File: src/rtl/dual_fetch_if.sv
// ----------------------------------------------------------------------------
// dual_fetch_if -- instruction-memory read bus used by dual_fetch.
//
// One request per cycle: imem_en/imem_addr are driven by the fetch unit, and
// the memory returns two consecutive words one cycle later.
//
//   imem_en      fetch -> mem   read request this cycle
//   imem_addr    fetch -> mem   word address of the request
//   imem_rdata0  mem -> fetch   mem[addr], valid the cycle after imem_en
//   imem_rdata1  mem -> fetch   mem[addr+1 mod 2^ADDR_WIDTH], same timing
//
// Modports: master = fetch unit, slave = memory.
// ----------------------------------------------------------------------------
interface dual_fetch_if #(
    parameter int DATA_WIDTH = 16,
    parameter int ADDR_WIDTH = 8
);
    logic                  imem_en;
    logic [ADDR_WIDTH-1:0] imem_addr;
    logic [DATA_WIDTH-1:0] imem_rdata0;
    logic [DATA_WIDTH-1:0] imem_rdata1;

    modport master (
        output imem_en,
        output imem_addr,
        input  imem_rdata0,
        input  imem_rdata1
    );

    modport slave (
        input  imem_en,
        input  imem_addr,
        output imem_rdata0,
        output imem_rdata1
    );
endinterface

File: src/rtl/dual_fetch.sv
// ----------------------------------------------------------------------------
// dual_fetch -- two-word-per-cycle instruction fetch unit with a 4-entry
// buffer feeding two downstream lanes.
//
// Every request reads two consecutive words. Responses land in a circular
// 4-entry buffer; lane 1 shows the oldest word, lane 2 the next one. A request
// is issued only when the buffer is guaranteed to have room for the pair
// by the time it returns, so the buffer never overflows.
//
// Ports:
//   clk           clock, all state updates on the rising edge
//   rst           synchronous active-high reset (dominates flush)
//   flush         discard buffered and in-flight words, restart at redirect_pc
//   redirect_pc   restart address, sampled when flush=1
//   stall_in      downstream stall: bit0 blocks lane 1 (and thus lane 2),
//                 bit1 blocks lane 2 only
//   imem          dual_fetch_if.master: imem_en / imem_addr / imem_rdata0/1
//   valid1/data1  lane 1 word (data is 0 when invalid)
//   valid2/data2  lane 2 word (data is 0 when invalid)
//   pc1/pc2       word address of each lane (only with DUAL_FETCH_PC_TAG_EN,
//                 0 when the lane is invalid)
//
// Build option: define DUAL_FETCH_PC_TAG_EN to store a word address with every
// buffer entry and expose it on pc1/pc2. Undefined, those ports and the tag
// storage do not exist; everything else is identical.
// ----------------------------------------------------------------------------
module dual_fetch #(
    parameter int                    DATA_WIDTH = 16,
    parameter int                    ADDR_WIDTH = 8,
    parameter logic [ADDR_WIDTH-1:0] RESET_PC   = '0
) (
    input  logic                  clk,
    input  logic                  rst,
    input  logic                  flush,
    input  logic [ADDR_WIDTH-1:0] redirect_pc,
    input  logic [1:0]            stall_in,
    dual_fetch_if.master          imem,
    output logic                  valid1,
    output logic                  valid2,
    output logic [DATA_WIDTH-1:0] data1,
    output logic [DATA_WIDTH-1:0] data2
`ifdef DUAL_FETCH_PC_TAG_EN
    ,
    output logic [ADDR_WIDTH-1:0] pc1,
    output logic [ADDR_WIDTH-1:0] pc2
`endif
);

    // ------------------------------------------------------------------------
    // State
    // ------------------------------------------------------------------------
    logic [ADDR_WIDTH-1:0] pc_q;        // address of the next request
    logic [2:0]            count_q;     // buffered words, 0..4
    logic [1:0]            rd_q;        // oldest entry (lane 1)
    logic [1:0]            wr_q;        // next free entry
    logic                  inflight_q;  // a response pair arrives this cycle
    logic [DATA_WIDTH-1:0] fifo_q [4];

`ifdef DUAL_FETCH_PC_TAG_EN
    logic [ADDR_WIDTH-1:0] tag_q [4];
    logic [ADDR_WIDTH-1:0] issue_pc_q;  // address of the pair now in flight
`endif

    // ------------------------------------------------------------------------
    // Pop / issue decision
    // ------------------------------------------------------------------------
    logic [1:0] stall_eff;
    logic [1:0] pops;
    logic [3:0] level_next;
    logic       issue;
    logic [1:0] rd_plus1;

    always_comb begin
        // NOTE: every always_comb output gets a default first so no path can
        // leave it unassigned and infer a latch.
        pops = 2'd0;

        // Lane 2 can never be taken without lane 1, so blocking lane 1 alone
        // means blocking both.
        stall_eff = stall_in[0] ? 2'b11 : stall_in;

        case (stall_eff)
            2'b00:   pops = (count_q >= 3'd2) ? 2'd2 : count_q[1:0];
            2'b10:   pops = (count_q != 3'd0) ? 2'd1 : 2'd0;
            default: pops = 2'd0;
        endcase

        // Occupancy after this edge: pops leave, any returning pair lands.
        level_next = {1'b0, count_q} - {2'b00, pops} + {2'b00, inflight_q, 1'b0};

        // A new pair returns one cycle later, so it needs two free entries
        // once this cycle's pops and writes have settled.
        issue = !rst && !flush && (level_next <= 4'd2);
    end

    assign rd_plus1       = rd_q + 2'd1;
    assign imem.imem_en   = issue;
    assign imem.imem_addr = pc_q;

    // ------------------------------------------------------------------------
    // Control state
    // ------------------------------------------------------------------------
    // NOTE: sequential state uses non-blocking assignments so every flop
    // samples the pre-edge values regardless of statement order.
    always_ff @(posedge clk) begin
        if (rst) begin
            pc_q       <= RESET_PC;
            count_q    <= 3'd0;
            rd_q       <= 2'd0;
            wr_q       <= 2'd0;
            inflight_q <= 1'b0;
        end else if (flush) begin
            // The returning pair (if any) is dropped by clearing inflight.
            pc_q       <= redirect_pc;
            count_q    <= 3'd0;
            rd_q       <= 2'd0;
            wr_q       <= 2'd0;
            inflight_q <= 1'b0;
        end else begin
            rd_q       <= rd_q + pops;
            count_q    <= level_next[2:0];
            inflight_q <= issue;
            if (inflight_q) begin
                wr_q <= wr_q + 2'd2;
            end
            if (issue) begin
                pc_q <= pc_q + ADDR_WIDTH'(2);
            end
        end
    end

`ifdef DUAL_FETCH_PC_TAG_EN
    always_ff @(posedge clk) begin
        if (rst) begin
            issue_pc_q <= RESET_PC;
        end else if (issue) begin
            issue_pc_q <= pc_q;
        end
    end
`endif

    // ------------------------------------------------------------------------
    // Buffer storage
    // ------------------------------------------------------------------------
    // NOTE: the buffer array is deliberately not reset; count_q gates every
    // read, so stale contents are never visible and the array stays plain RAM.
    always_ff @(posedge clk) begin
        if (!rst && !flush && inflight_q) begin
            fifo_q[wr_q]        <= imem.imem_rdata0;
            fifo_q[wr_q + 2'd1] <= imem.imem_rdata1;
`ifdef DUAL_FETCH_PC_TAG_EN
            tag_q[wr_q]         <= issue_pc_q;
            tag_q[wr_q + 2'd1]  <= issue_pc_q + ADDR_WIDTH'(1);
`endif
        end
    end

    // ------------------------------------------------------------------------
    // Lane outputs
    // ------------------------------------------------------------------------
`ifdef DUAL_FETCH_PC_TAG_EN
    always_comb begin
        valid1 = (count_q != 3'd0);
        valid2 = (count_q >= 3'd2);
        data1  = valid1 ? fifo_q[rd_q]     : '0;
        data2  = valid2 ? fifo_q[rd_plus1] : '0;
        pc1    = valid1 ? tag_q[rd_q]      : '0;
        pc2    = valid2 ? tag_q[rd_plus1]  : '0;
    end
`else
    always_comb begin
        valid1 = (count_q != 3'd0);
        valid2 = (count_q >= 3'd2);
        data1  = valid1 ? fifo_q[rd_q]     : '0;
        data2  = valid2 ? fifo_q[rd_plus1] : '0;
    end
`endif

endmodule

File: src/flat_wrapper.sv
// flat-port wrapper written by rule: the top's interface ports become plain ports
module dual_fetch_flat 
#(
    parameter int                    DATA_WIDTH = 16,
    parameter int                    ADDR_WIDTH = 8,
    parameter logic [ADDR_WIDTH-1:0] RESET_PC   = '0
)
  (clk, rst, flush, redirect_pc, stall_in, valid1, valid2, data1, data2, imem_imem_en, imem_imem_addr, imem_imem_rdata0, imem_imem_rdata1);
  dual_fetch_if #(.DATA_WIDTH(DATA_WIDTH), .ADDR_WIDTH(ADDR_WIDTH)) imem_i ();
  input  logic clk;
  input  logic rst;
  input  logic flush;
  input  logic [ADDR_WIDTH-1:0] redirect_pc;
  input  logic [1:0] stall_in;
  output logic valid1;
  output logic valid2;
  output logic [DATA_WIDTH-1:0] data1;
  output logic [DATA_WIDTH-1:0] data2;
  output wire logic [$bits(imem_i.imem_en)-1:0] imem_imem_en;
  output wire logic [$bits(imem_i.imem_addr)-1:0] imem_imem_addr;
  input wire logic [$bits(imem_i.imem_rdata0)-1:0] imem_imem_rdata0;
  input wire logic [$bits(imem_i.imem_rdata1)-1:0] imem_imem_rdata1;
  assign imem_imem_en = imem_i.imem_en;
  assign imem_imem_addr = imem_i.imem_addr;
  assign imem_i.imem_rdata0 = imem_imem_rdata0;
  assign imem_i.imem_rdata1 = imem_imem_rdata1;
  dual_fetch #(.DATA_WIDTH(DATA_WIDTH), .ADDR_WIDTH(ADDR_WIDTH), .RESET_PC(RESET_PC)) u_core (.clk(clk), .rst(rst), .flush(flush), .redirect_pc(redirect_pc), .stall_in(stall_in), .imem(imem_i), .valid1(valid1), .valid2(valid2), .data1(data1), .data2(data2));
endmodule
File: config.mk
export PLATFORM = sky130hd
export DESIGN_NAME = dual_fetch_flat
export DESIGN_NICKNAME = d
export VERILOG_FILES = /design/src/rtl/dual_fetch_if.sv /design/src/rtl/dual_fetch.sv /design/src/flat_wrapper.sv
export SDC_FILE = /design/constraint.sdc
export NUM_CORES = 1
export LEC_CHECK = 0
export CORE_UTILIZATION = 38
export CTS_CLUSTER_DIAMETER = 50
export DETAILED_ROUTE_END_ITERATION = 7
export GPL_ROUTABILITY_DRIVEN = 1
export PLACE_DENSITY = 0.66
export SYNTH_ARGS = -nofsm -noshare
export SYNTH_HDL_FRONTEND = slang
export SYNTH_SLANG_ARGS = --single-unit
File: constraint.sdc
create_clock -name clk -period 9.03 [get_ports clk]
set_input_delay 0.903 -clock clk [delete_from_list [all_inputs] [get_ports clk]]
set_output_delay 0.903 -clock clk [all_outputs]
set_load 0.01 [all_outputs]
==> flow_summary_export.csv, run 1 <==
group,metric,value,unit
drt,drt_first_pass_iters,4,
min_path,hold-path-cell-count,2,
cts,cts.repair.resized,0,
global_route,track_usage,15.59,%
sta,fin_skew,10.99,ps
cts,tritoncts,"yes",
synth,instance_count_of_the_mapped_netlist,234,
synth,postSynth.asyncResetShare,0,%
sta,finalCriticalPeriod,5035,ps
critical_path,r2r.worst_path.cells,10,
sta,final-max-slew-violation-count,0,
die,fp-row-count,36,
drt,drt_iter0_markers,74,
critical_path,reg2reg_to,"u_core.imem.imem_addr[7]$_SDFFE_PP0P_",
layout,finalCoreUtilization,51.43,%
cts,cts_inserted_buffers,9,
pwr,vdd_drop_max,0.0001027,V
critical_path,worstSetupPathDepth,9,
sta,finalHoldViolations,0,
die,design.core.area,9729,um2
critical_path,path_class,"input port to output port",
sta,unrepaired_setup_endpoints_after_global_routing,"no",
synth,synthDistinctLibCells,34,
pwr,cellPowerDensity,229.8,nW/um2
critical_path,critical_path_buf_inv_count,3,
cts,postCtsSetupBuffers,0,
synth,synth_top_area_cell,"edfxtp_1",
critical_path,worst_ep_required_time,8130,ps
global_route,first_global_vias,2370,
pwr,report.power.total,1.150,mW
layout,final_cell_area,5004,um2
layout,final_stage_net_count,373,
min_path,timing.hold.worst.class,"flop to flop",
sta,relSlewSlack,44.87,%
cts,cts.path.max_buffers,2,
layout,antenna_cells,0,
synth,synth_enable_flop_cells,64,
synth,postSynthRegisterBits,79,
critical_path,timing.critical_path.slowest_stage_cell,"clkdlybuf4s50_1",
die,floorplan.die.height,101.8,um
sta,hold-worst-slack,530.6,ps
place,portBuffers,87,
synth,synthesis.area,3781,um2
cts,tritoncts_num_sinks,79,
cts,path_clk_slew,80,ps
sta,tightestPinTransition,826.1,ps
synth,avgSynthCellArea,16.16,um2
die,floorplan.die.width,101.8,um
place,dpl.hpwl,5101,um
synth,ys_top_cells_by_area,"edfxtp_1, mux4_2, dfxtp_1",
drt,drc_errors,0,
job,timing.max_cap.violations,0,
global_route,global_route.overflow_total,0,
pwr,leakagePower,1.669,nW
drt,routed_wirelength,7530,um
sta,setup_viol,0,
status,outcome,"finished, final reports clean",
cts,worst_skew_pair.late_latency,340,ps
cts,cts.htree.levels,3,
sta,clock.fmax,198.6,MHz
synth,proportion_of_synthesized_chip_area_in_sequential_cells,58.77,%
global_route,antenna_found_initial,0,
drt,wl_per_cell,16.37,um
die,floorplan.io_pins,88,
layout,final_layout_size_suffix_gt1_share,24.16,%
drt,detailroute.via_count,2294,
min_path,hold_end,"u_core.imem.imem_addr[0]$_SDFFE_PP0P_",
sta,fin_crit_sh,55.76,%
synth,synthFlopType,"edfxtp_1",
critical_path,startpoint_of_the_worst_slack_reg_to_reg_timing_path,"u_core.count_q[2]$_SDFF_PP0_",
drt,drtAntennaViolNets,0,
place,gp_congestion,0.7621,
synth,synthesis.yosys.warnings,0,
critical_path,worst_path_largest_cell_delay,560,ps
drt,post_drt_via_cell_ratio,4.987,
die,design.die.area,10350,um2
min_path,hold_path_startpoint,"u_core.imem.imem_addr[0]$_SDFFE_PP0P_",
place,postPlaceCellArea,4801,um2
layout,area.growth.synth_to_final,32.33,%
global_route,pin_count_of_the_biggest_net_entering_global_routing,33,
synth,synth.top_cell.area_share,50.83,%
critical_path,cp_top_family,"adder cells",
critical_path,critical_path.endpoint_type,"output port",
critical_path,cp_cell_sequence,"clkdlybuf4s50_1 > nor3_1 > fa_1 > inv_1 > ha_1 > fa_1 > or3_1 > nor3_1 > clkdlybuf4s50_1",
die,initial_utilization,38.86,%
global_route,grt_first_pass_wirelength,11830,um
layout,fill_cells,847,
critical_path,path_max_fanout,6,
sta,tns,0,ps
cts,cts_root_buf,"clkbuf_8",
critical_path,cp.arrival,4130,ps
critical_path,sort_of_element_at_the_start_of_the_critical_path,"input port",
cts,holdBufCountCts,0,
critical_path,setup.reg_to_reg.worst_slack,5520,ps
synth,synth_nets,285,
[layout make-up]
class | instances | area [um2] | share of cell area, %
Clock inverter | 3 | 21.27 | 0.4251
Tap cell | 133 | 166.4 | 3.326
Timing Repair Buffer | 91 | 900.9 | 18.00
Clock buffer | 13 | 181.4 | 3.626
Sequential cell | 79 | 2223 | 44.44
Multi-Input combinational cell | 129 | 1465 | 29.28
Inverter | 12 | 45.04 | 0.9002
[stage by stage]
step                      instances  setup WS [ps]
after floorplan                 234           4292
after global placement          444           4025
after detailed placement        444           3981
after CTS                       460           3965
after global routing            460           3762
final                           460           3995
[worst reg2reg max path, cell delays in order, from the launching register on]
cell and delay, ps:
dfxtp_1 340, nor2_2 660, nor3_1 220, fa_1 530, inv_1 40, ha_1 200, fa_1 390, xnor2_1 200
or3_1 430, nor4b_1 320, nor3b_1 80
[power breakdown]
group / switching, mW / leakage (nW) / internal [mW]
Clock: 0.127 / 0.105 / 0.135
Sequential: 0.0158 / 0.700 / 0.412
Combinational: 0.211 / 0.864 / 0.248
[routing by layer]
| metal | track usage, % | wire [um] |
|---|---|---|
| met2 | 26.14 | 3826 |
| met3 | 2.968 | 324 |
| met1 | 20.05 | 3284 |
| met5 | 0 | 0 |
| met4 | 6.020 | 95 |
[cells in the mapped netlist, types with 5 or more instances]
cell type and n:
nor2b_1 10, nor2_1 9, dfxtp_1 15, mux4_2 32, inv_1 12, xnor2_1 5
and2b_2 23, edfxtp_1 64, clkbuf_1 10, nor3_1 6
[cells by family (layout without fill, tap and decap cells)]
group | Yosys count | count (layout) | synth area share (%)
flip-flops | 79 | 79 | 58.77
AND/OR/NAND/NOR | 71 | 71 | 12.87
multiplexers | 34 | 34 | 19.59
buffers and inverters | 26 | 119 | 2.713
AO/OA/AOI/OAI | 12 | 12 | 2.283
adder cells (fa/ha/maj) | 6 | 6 | 2.383
XOR/XNOR | 6 | 6 | 1.390
[state kept, by name, summed over array words and instances, names as in the netlist]
signal                 count
u_core.count_q             3
u_core.fifo_q             64
u_core.imem.imem_addr      8
u_core.inflight_q          1
u_core.rd_q                2
u_core.wr_q                1
[how the worst max path moves through the flow]
stage	from	endpoint	slack, ps
3_5_place_dp	stall_in[1]	imem_imem_en	3980
6_report	stall_in[1]	imem_imem_en	3990
2_1_floorplan	flush	u_core.fifo_q[0][0]$_DFFE_PP_	4290
4_1_cts	stall_in[1]	imem_imem_en	3970
3_3_place_gp	stall_in[1]	imem_imem_en	4030
5_1_grt	u_core.count_q[2]$_SDFF_PP0_	imem_imem_en	3760
[layout by cell type (no fill, tap or decap), types with 3 or more instances in the layout]
cell type        Yosys  layout
edfxtp_1            64      64
inv_1               12      12
clkbuf_8             0       9
nor2_1               9       8
and4_1               3       3
buf_4                0       4
xnor2_1              5       5
nor4b_1              3       3
nor3_1               6       6
and2b_2             23      23
mux4_2              32      32
nand2_1              4       4
nor2b_1             10      10
dfxtp_1             15      14
and2_1               3       3
ha_1                 4       4
clkdlybuf4s50_1      0      87
a211oi_1             4       4
No activity file was read; power rests on OpenSTA's default activity.
==> run 2: changes to the inputs <==
--- a/config.mk
+++ b/config.mk
@@ -9,7 +9,7 @@
 export CTS_CLUSTER_DIAMETER = 50
 export DETAILED_ROUTE_END_ITERATION = 7
 export GPL_ROUTABILITY_DRIVEN = 1
-export PLACE_DENSITY = 0.66
+export PLACE_DENSITY = 0.68
 export SYNTH_ARGS = -nofsm -noshare
 export SYNTH_HDL_FRONTEND = slang
 export SYNTH_SLANG_ARGS = --single-unit
==> constraint.sdc (replaced) <==
create_clock -name clk -period 4.1 [get_ports clk]
set_input_delay 0.41 -clock clk [delete_from_list [all_inputs] [get_ports clk]]
set_output_delay 0.41 -clock clk [all_outputs]
set_load 0.01 [all_outputs]
==> run 2 against run 1 <==
The flow now finishes with violations (DRC). Non-clock buffer count up 2. Critical path depth is 2 higher. Routed wire length rose by 1.9%. Design area increased by 0.25%. Power is 120% higher. Utilization rose by 0.13 points. Clock power is 99% higher. Via count down 0.26%. Sequential share of layout area fell by 0.086 points. Cell count rose by 0.43%. Register-to-register slack got worse by 4400 ps. Setup slack got worse by 3700 ps. Largest cell class unchanged.
==> flow_summary_export.csv, run 2 (synthesized netlist as in run 1, its figures left out) <==
group,metric,value,unit
die,floorplan.die.height,101.8,um
cts,tritoncts,"yes",
layout,finalCoreUtilization,51.56,%
critical_path,path_max_fanout,18,
layout,final_stage_net_count,375,
die,initial_utilization,38.86,%
cts,cts_root_buf,"clkbuf_8",
die,floorplan.io_pins,88,
critical_path,cp.arrival,3410,ps
sta,finalCriticalPeriod,3820,ps
job,timing.max_cap.violations,0,
sta,unrepaired_setup_endpoints_after_global_routing,"no",
cts,cts.htree.levels,3,
global_route,global_route.overflow_total,0,
critical_path,worst_ep_required_time,3690,ps
drt,wl_per_cell,16.60,um
layout,area.growth.synth_to_final,32.66,%
layout,mostFrequentLayoutCell,"clkdlybuf4s50_1",
sta,relSlewSlack,46.37,%
pwr,vdd_drop_max,0.0002171,V
die,floorplan.die.width,101.8,um
sta,final-max-slew-violation-count,0,
layout,final_layout_size_suffix_gt1_share,26.75,%
critical_path,critical_path.endpoint_type,"output port",
sta,clock.fmax,261.8,MHz
critical_path,setup.reg_to_reg.worst_slack,1090,ps
layout,final_cell_area,5016,um2
cts,tritoncts_num_sinks,79,
place,postPlaceCellArea,4827,um2
global_route,first_global_vias,2388,
global_route,track_usage,15.51,%
critical_path,path_class,"flop to output port",
pwr,report.power.total,2.535,mW
layout,registers.top_by_ff_count,"u_core.fifo_q",
cts,path_clk_slew,90,ps
critical_path,timing.critical_path.slowest_stage_cell,"clkdlybuf4s50_1",
critical_path,timing.critical_path.mode_cell,"ha_1",
critical_path,startpoint_of_the_worst_slack_reg_to_reg_timing_path,"u_core.count_q[2]$_SDFF_PP0_",
cts,cts_inserted_buffers,9,
drt,post_drt_via_cell_ratio,4.952,
layout,largest_reg_flops,64,
global_route,grt_first_pass_wirelength,11800,um
drt,detailroute.via_count,2288,
cts,holdBufCountCts,0,
critical_path,startpoint_of_the_most_critical_setup_path,"u_core.count_q[2]$_SDFF_PP0_",
place,gp_congestion,0.7802,
critical_path,r2r.worst_path.cells,12,
critical_path,crit_end,"imem_imem_en",
critical_path,worst_path_largest_cell_delay,570,ps
sta,fin_skew,10.94,ps
status,violations,"DRC",
cts,postCtsSetupBuffers,0,
cts,cts.repair.resized,0,
critical_path,reg2reg_to,"u_core.imem.imem_addr[6]$_SDFFE_PP0P_",
die,design.core.area,9729,um2
drt,drt_first_pass_iters,8,
sta,finalHoldViolations,0,
cts,worst_skew_pair.late_latency,340,ps
global_route,antenna_found_initial,0,
pwr,cellPowerDensity,505.4,nW/um2
drt,drt_iter0_markers,86,
place,dpl.hpwl,5353,um
sta,tns,0,ps
critical_path,sort_of_element_at_the_start_of_the_critical_path,"flop",
drt,drtAntennaViolNets,0,
global_route,pin_count_of_the_biggest_net_entering_global_routing,34,
cts,cts.path.max_buffers,2,
pwr,leakagePower,1.656,nW
place,portBuffers,87,
die,fp-row-count,36,
drt,routed_wirelength,7670,um
sta,tightestPinTransition,804.4,ps
layout,antenna_cells,0,
layout,most_frequent_cells_in_the_layout,"clkdlybuf4s50_1, edfxtp_1, mux4_2",
min_path,timing.hold.worst.class,"flop to flop",
sta,setup_viol,0,
die,design.die.area,10350,um2
status,outcome,"finished, violations left",
critical_path,cp_cell_sequence,"nor2_2 > buf_4 > nand2_1 > a21oi_2 > ha_1 > inv_1 > ha_1 > fa_1 > or3_1 > nor3_1 > clkdlybuf4s50_1",
sta,fin_crit_sh,93.17,%
drt,drc_errors,1,
-- run 2: through the flow --
stage	instances	hold slack [ps]	setup WS (ps)
2_1_floorplan	234	482.1	889.5
3_3_place_gp	446	476.8	222.9
3_5_place_dp	446	496.8	194.9
4_1_cts	462	517.0	130.4
5_1_grt	462	552.2	42.65
6_report	462	505.6	279.9
-- run 2: power by group --
group          total, mW  internal (mW)  switching, mW
Sequential         0.950          0.908         0.0423
Combinational       1.06          0.582          0.481
Clock              0.522          0.227          0.295
-- run 2: metal layers --
layer	GRT usage [%]	routed length, um	share of wire, %
met5	0	0	0
met4	5.797	59	0.77
met3	3.658	304	4.0
met2	27.39	4084	53
met1	18.36	3222	42
-- run 2: area by class of cell --
cell class / instances / area [um2]
clock inverter: 7 / 56.30
fill: 849 / 4713
timing repair buffer: 93 / 915.9
sequential: 79 / 2225
tap: 133 / 166.4
clock buffer: 9 / 123.9
multi-input combinational: 129 / 1484
inverter: 12 / 45.04
-- run 2: worst min-delay path by stage --
stage	start	depth (start not counted)	slack (ps)	endpoint
detailed placement	u_core.imem.imem_addr[0]$_SDFFE_PP0P_	2	500	u_core.imem.imem_addr[0]$_SDFFE_PP0P_
global route	u_core.imem.imem_addr[0]$_SDFFE_PP0P_	2	550	u_core.imem.imem_addr[0]$_SDFFE_PP0P_
floorplan	rst	1	480	u_core.imem.imem_addr[5]$_SDFFE_PP0P_
global placement	u_core.imem.imem_addr[0]$_SDFFE_PP0P_	2	480	u_core.imem.imem_addr[0]$_SDFFE_PP0P_
finish	u_core.imem.imem_addr[0]$_SDFFE_PP0P_	2	510	u_core.imem.imem_addr[0]$_SDFFE_PP0P_
CTS	u_core.imem.imem_addr[0]$_SDFFE_PP0P_	2	520	u_core.imem.imem_addr[0]$_SDFFE_PP0P_
-- run 2: critical path, delay by kind of cell, from the launching register on --
kind | cells | cell delay (ps)
buffers and inverters | 3 | 880
AO/OA/AOI/OAI | 1 | 170
AND/OR/NAND/NOR | 4 | 810
flip-flops | 1 | 350
adder cells (fa/ha/maj) | 3 | 860
